`src/rtl/rv_mon_pkg.sv`:
```
// Shared types and helpers for the riscv-tests completion monitor.
package rv_mon_pkg;

  typedef enum logic [2:0] {
    IDLE = 3'd0,
    RUN  = 3'd1,
    PASS = 3'd2,
    FAIL = 3'd3,
    TMO  = 3'd4
  } hart_state_e;

  // riscv-tests leave gp == 1 on success, (testnum << 1) | 1 on failure
  localparam int unsigned GP_PASS  = 1;
  localparam int unsigned HOLD_W   = 4;
  localparam int unsigned MAX_HART = 8;

  // LSB of hart idx's field in a flat bus of width-bit fields
  function automatic int unsigned field_lsb(input int unsigned idx, input int unsigned width);
    return idx * width;
  endfunction

endpackage

```
`src/rtl/rv_mon_hart.sv`:
```
// Per-hart completion FSM: END_PC hold counter, timeout counter, failure capture.
// With RV_MON_CYCLES_EN defined, also latches the timeout count at the verdict.
//
//   state | meaning
//   IDLE  | not armed; waits for start
//   RUN   | test running; watching retirements and timeout
//   PASS  | gp == 1 sampled after HOLD retirements at END_PC
//   FAIL  | other gp value sampled; testnum captured
//   TMO   | no verdict within TIMEOUT cycles
module rv_mon_hart
  import rv_mon_pkg::*;
#(
  parameter int unsigned    XLEN    = 32,
  parameter logic [XLEN-1:0] END_PC = XLEN'('h44),
  parameter int unsigned    HOLD    = 2,
  parameter int unsigned    TIMEOUT = 5000,
  parameter int unsigned    CNT_W   = 16
) (
  input  logic            clk,
  input  logic            rst,
  input  logic            start,
  input  logic            clear,
  input  logic            ret_valid,
  input  logic [XLEN-1:0] ret_pc,
  input  logic [XLEN-1:0] gp_val,
  output logic            hart_done,
  output logic            hart_pass,
  output logic [XLEN-2:0] fail_testnum
`ifdef RV_MON_CYCLES_EN
  ,
  output logic [CNT_W-1:0] cycles
`endif
);

  hart_state_e       state_q, state_d;
  logic [HOLD_W-1:0] hold_cnt_q, hold_cnt_d;
  logic [CNT_W-1:0]  tmo_cnt_q, tmo_cnt_d;
  logic [XLEN-2:0]   testnum_q, testnum_d;

  logic              end_hit;
  logic [HOLD_W-1:0] hold_inc;

  assign end_hit  = ret_valid && (ret_pc == END_PC);
  assign hold_inc = hold_cnt_q + HOLD_W'(1);

  always_comb begin
    state_d    = state_q;
    hold_cnt_d = hold_cnt_q;
    tmo_cnt_d  = tmo_cnt_q;
    testnum_d  = testnum_q;

    case (state_q)
      IDLE: begin
        if (start) begin
          state_d    = RUN;
          hold_cnt_d = '0;
          tmo_cnt_d  = '0;
          testnum_d  = '0;
        end
      end
      RUN: begin
        if (start) begin
          hold_cnt_d = '0;
          tmo_cnt_d  = '0;
        end else begin
          tmo_cnt_d = tmo_cnt_q + CNT_W'(1);
          if (ret_valid) hold_cnt_d = end_hit ? hold_inc : '0;
          // the END_PC verdict outranks a timeout landing in the same cycle
          if (end_hit && (hold_inc == HOLD_W'(HOLD))) begin
            if (gp_val == XLEN'(GP_PASS)) begin
              state_d = PASS;
            end else begin
              state_d   = FAIL;
              testnum_d = gp_val[XLEN-1:1];
            end
          end else if (tmo_cnt_q == CNT_W'(TIMEOUT - 1)) begin
            state_d   = TMO;
            testnum_d = '0;
          end
        end
      end
      default: ;
    endcase

    if (clear) begin
      state_d    = IDLE;
      hold_cnt_d = '0;
      tmo_cnt_d  = '0;
      testnum_d  = '0;
    end
  end

  always_ff @(posedge clk) begin
    if (!rst) begin
      state_q    <= IDLE;
      hold_cnt_q <= '0;
      tmo_cnt_q  <= '0;
      testnum_q  <= '0;
    end else begin
      state_q    <= state_d;
      hold_cnt_q <= hold_cnt_d;
      tmo_cnt_q  <= tmo_cnt_d;
      testnum_q  <= testnum_d;
    end
  end

  assign hart_done    = (state_q == PASS) || (state_q == FAIL) || (state_q == TMO);
  assign hart_pass    = (state_q == PASS);
  assign fail_testnum = testnum_q;

`ifdef RV_MON_CYCLES_EN
  logic [CNT_W-1:0] cycles_q, cycles_d;

  always_comb begin
    cycles_d = cycles_q;
    if (clear) cycles_d = '0;
    else if ((state_q == RUN) && !start && (state_d != RUN)) cycles_d = tmo_cnt_q;
  end

  always_ff @(posedge clk) begin
    if (!rst) cycles_q <= '0;
    else      cycles_q <= cycles_d;
  end

  assign cycles = cycles_q;
`endif

endmodule

```
`src/rtl/rv_test_monitor.sv`:
```
// Multi-hart riscv-tests completion monitor: one rv_mon_hart per hart plus sticky aggregation.
// RV_MON_CYCLES_EN adds the per-hart 'cycles' output.
module rv_test_monitor
  import rv_mon_pkg::*;
#(
  parameter int unsigned     XLEN    = 32,
  parameter int unsigned     NHART   = 1,
  parameter logic [XLEN-1:0] END_PC  = XLEN'('h44),
  parameter int unsigned     HOLD    = 2,
  parameter int unsigned     TIMEOUT = 5000,
  parameter int unsigned     CNT_W   = 16
) (
  input  logic                  clk,
  input  logic                  rst,
  input  logic                  start,
  input  logic                  clear,
  input  logic [NHART-1:0]      ret_valid,
  input  logic [NHART*XLEN-1:0] ret_pc,
  input  logic [NHART*XLEN-1:0] gp_val,
  output logic [NHART-1:0]      hart_done,
  output logic [NHART-1:0]      hart_pass,
  output logic                  done,
  output logic                  pass,
  output logic [2:0]            fail_hart,
  output logic [XLEN-2:0]       fail_testnum
`ifdef RV_MON_CYCLES_EN
  ,
  output logic [NHART*CNT_W-1:0] cycles
`endif
);

  logic [XLEN-2:0] hart_testnum [NHART];

  for (genvar h = 0; h < NHART; h++) begin : g_hart
    rv_mon_hart #(
      .XLEN    (XLEN),
      .END_PC  (END_PC),
      .HOLD    (HOLD),
      .TIMEOUT (TIMEOUT),
      .CNT_W   (CNT_W)
    ) u_hart (
      .clk          (clk),
      .rst          (rst),
      .start        (start),
      .clear        (clear),
      .ret_valid    (ret_valid[h]),
      .ret_pc       (ret_pc[field_lsb(h, XLEN) +: XLEN]),
      .gp_val       (gp_val[field_lsb(h, XLEN) +: XLEN]),
      .hart_done    (hart_done[h]),
      .hart_pass    (hart_pass[h]),
      .fail_testnum (hart_testnum[h])
`ifdef RV_MON_CYCLES_EN
      ,
      .cycles       (cycles[field_lsb(h, CNT_W) +: CNT_W])
`endif
    );
  end

  logic            done_q, done_d;
  logic            pass_q, pass_d;
  logic [2:0]      fail_hart_q, fail_hart_d;
  logic [XLEN-2:0] fail_testnum_q, fail_testnum_d;
  logic            all_done;

  assign all_done = &hart_done;

  always_comb begin
    done_d         = all_done;
    pass_d         = all_done && (&hart_pass);
    fail_hart_d    = '0;
    fail_testnum_d = '0;
    if (all_done && done_q) begin
      // first reported failure sticks for as long as done stays up
      fail_hart_d    = fail_hart_q;
      fail_testnum_d = fail_testnum_q;
    end else if (all_done) begin
      for (int i = int'(NHART) - 1; i >= 0; i--) begin
        if (!hart_pass[i]) begin
          fail_hart_d    = 3'(i);
          fail_testnum_d = hart_testnum[i];
        end
      end
    end
  end

  always_ff @(posedge clk) begin
    if (!rst) begin
      done_q         <= 1'b0;
      pass_q         <= 1'b0;
      fail_hart_q    <= '0;
      fail_testnum_q <= '0;
    end else begin
      done_q         <= done_d;
      pass_q         <= pass_d;
      fail_hart_q    <= fail_hart_d;
      fail_testnum_q <= fail_testnum_d;
    end
  end

  assign done         = done_q;
  assign pass         = pass_q;
  assign fail_hart    = fail_hart_q;
  assign fail_testnum = fail_testnum_q;

endmodule

```
`config.mk`:
```
export PLATFORM = sky130hd
export DESIGN_NAME = rv_test_monitor
export DESIGN_NICKNAME = d
export VERILOG_FILES = /design/src/rtl/rv_mon_pkg.sv /design/src/rtl/rv_mon_hart.sv /design/src/rtl/rv_test_monitor.sv
export SDC_FILE = /design/constraint.sdc
export NUM_CORES = 1
export LEC_CHECK = 0
export ABC_AREA = 1
export CAP_MARGIN = 20
export CORE_MARGIN = 3
export CORE_UTILIZATION = 47
export CTS_CLUSTER_SIZE = 16
export DETAILED_ROUTE_END_ITERATION = 16
export PLACE_DENSITY_LB_ADDON = 0.1
export REMOVE_ABC_BUFFERS = 1
export SETUP_SLACK_MARGIN = 0.2
export SYNTH_ARGS = -nofsm -noshare
export SYNTH_HDL_FRONTEND = slang
export SYNTH_HIERARCHICAL = 1
export SYNTH_SLANG_ARGS = --single-unit
```
`constraint.sdc`:
```
create_clock -name clk -period 2.8 [get_ports clk]
set_clock_uncertainty 0.15 [all_clocks]
set_input_delay 0.28 -clock clk [delete_from_list [all_inputs] [get_ports clk]]
set_output_delay 0.28 -clock clk [all_outputs]
set_load 0.01 [all_outputs]
```
==> run summary <==
Initial DRT Pass Iterations: 4
Total power draw: 2.610 mW
Routed len/inst: 12.10 microns
CTS hold repair buffers: 0
CP arrival: 1780 ps
Yosys cell types: 29
Vias in the first global route: 4,550
Clk buf depth: 2
Worst slew pin tran: 558.3 ps
Port bufs: 103
Synthesized netlist cell count: 763
Worst Setup SP: g_hart[0].u_hart/state_q[0]
DRC errors left: 0
Status: completed
Routed vias/inst: 4.903
Initial drt markers: 233
Min cycle time layout: 2210 ps
Most frequent cells in the layout: 191 x nand2_1, 144 x inv_1, 132 x nor2_1
Synth warn: 6
Clk_lat worst skew: 370 ps
Worst Setup End Kind: primary output
Largest net degree at the start of global routing: 40
Fmax: 0.4524 GHz
Die X: 106.0 microns
#FFs+latches synth: 87
Crit start category: flop
Total Wirelength: 11,950 microns
Share of layout cells above drive strength 1: 4.773%
Crit path kind: flop to primary output
HPWL after DPL: 8479 microns
NumNets Final: 926
Total track usage: 21.67%
Most common cell after layout, fill and taps aside: nand2_1
Clk sink count: 87
Die Span Y: 106.0 microns
Pwr dens: 432.3 nW/um^2
First-pass GRT wire length: 20,110 microns
Worst Path Required: 2370 ps
Worst Hold Class: flop to flop
Avg Inst Size Synth: 6.161 sq um
Max-cap violations: 0
Clock tree root buffer cell: clkbuf_8
Rows: 35
Die ar.: 11,240 sq um
Initial Utilization: 49.70%
Vias: 4,844
Setup TNS: 0 ps
Remaining Overflow, GRT: 0
Critical path fanouts, max: 6
Final ANT Viol Nets: 0
TritonCTS Buffers: 9
CORE AREA: 9459 sq um
Unrepaired setup endpoints after global routing: no
Post-CTS Setup Bufs: 0
Seq/Total Area, Yosys: 37.05%
Min-delay src: fail_testnum[4]
P_leak: 2.529 nW
Diode count: 0
Period utilization: 78.94%
Post-Syn Area: 4701 sq um
Worst reg2reg path startpoint: g_hart[0].u_hart/hold_cnt_q[0]
Worst slew margin: 62.73%
Slew Limit Fails: 0
Number of gates resized after cts: 0
Finish-stage setup viols: 0
CTS clk-pin slew, worst paths: 90 ps
CTS tree: done
P&R area growth vs syn: 28.43%
H-tree lvl count: 3
Num ports: 107
GP Congestion: 0.8853
Initial antenna violation count: 0
Final hold vios: 0
VDD IR-drop max: 0.0002343 V
## worst paths after layout
| path | endpoint | slack [ps] | depth (start not counted) |
|---|---|---|---|
| worst max-delay path | hart_done | 590 | 4 |
| worst max register to register | g_hart[0].u_hart/fail_testnum[11] | 670 | 11 |
| worst min-delay path | fail_testnum[4] | 320 | 2 |
| worst min register to register | fail_testnum[4] | 320 | 2 |
## power breakdown
group	internal, mW	switching (mW)
logic	0.180	0.215
registers	1.26	0.0148
clock network	0.467	0.470
total	1.91	0.700
## stage by stage
| stage | utilization (%) | worst slack, ps | hold WS [ps] | area, sq um | instances |
|---|---|---|---|---|---|
| 2_1_floorplan | - | 186.8 | 246.0 | 4517 | 727 |
| 3_3_place_gp | 61.55 | 544.3 | 300.8 | 5822 | 972 |
| 3_5_place_dp | 61.55 | 473.1 | 304.9 | 5822 | 972 |
| 4_1_cts | 63.82 | 557.0 | 319.3 | 6037 | 988 |
| 5_1_grt | 63.82 | 448.8 | 333.4 | 6037 | 988 |
| 6_report | 63.82 | 589.7 | 318.6 | 6037 | 988 |
## cell usage after synthesis
cell,n,area [sq um]
ha_1,3,37.54
buf_1,3,11.26
nand2_2,1,6.260
xnor2_1,2,17.52
and2_1,3,18.77
inv_2,3,11.26
nand4_1,57,356.6
clkbuf_1,12,45.04
inv_1,144,540.5
buf_2,18,90.09
a21oi_1,50,250.2
buf_4,3,22.52
a211oi_1,2,15.01
conb_1,1,3.750
dfxtp_1,87,1742
nand3_1,12,60.06
nand3_4,1,17.52
buf_6,2,22.52
nor2_4,1,11.26
nor2_2,3,18.77
nor2_1,133,499.2
nor3_1,4,20.02
o21ai_1,3,15.01
o21ai_0,15,75.07
nand3_2,2,20.02
o21a_1,1,7.510
nand3b_1,3,22.52
nand2_1,191,716.9
a221oi_1,3,26.28
## routing by layer
metal / track usage, % / up-vias / share of wire (%)
met1: 26.29 / 2158 / 44
met3: 4.189 / 16 / 6.5
met4: 7.956 / 0 / 1.8
li1: - / 2519 / -
met2: 38.02 / 151 / 48
met5: 0 / - / 0
## flip-flops by register name (all words and copies together), names as in the netlist
register and count:
g_hart.u_hart/hold_cnt_q 4, done 1, fail_testnum 31, pass 1
g_hart.u_hart/fail_testnum 31, g_hart.u_hart/state_q 3, g_hart.u_hart/tmo_cnt_q 16
## kinds of logic after synthesis
family	synth area share, %
AO/OA/AOI/OAI	8.278
XOR/XNOR	0.3727
buffers and inverters	15.81
flip-flops	37.05
AND/OR/NAND/NOR	37.61
other	0.07977
adder cells (fa/ha/maj)	0.7986
## worst max-delay path, cell delays in order, from the launching register on
cell	delay (ps)
dfxtp_1	380
inv_2	110
nand2_1	50
a21oi_1	260
clkdlybuf4s50_1	620
## layout make-up
class                   instances  area (sq um)
flip-flops and latches         87          1742
clock inverters                 5         63.81
fillers                       916          3422
well taps                     129         161.4
repair buffers                116          1141
multi-input cells             493          2226
inverters                     147         551.8
clock buffers                  11         151.4
Note: power is estimated with default switching activity, not from simulation.
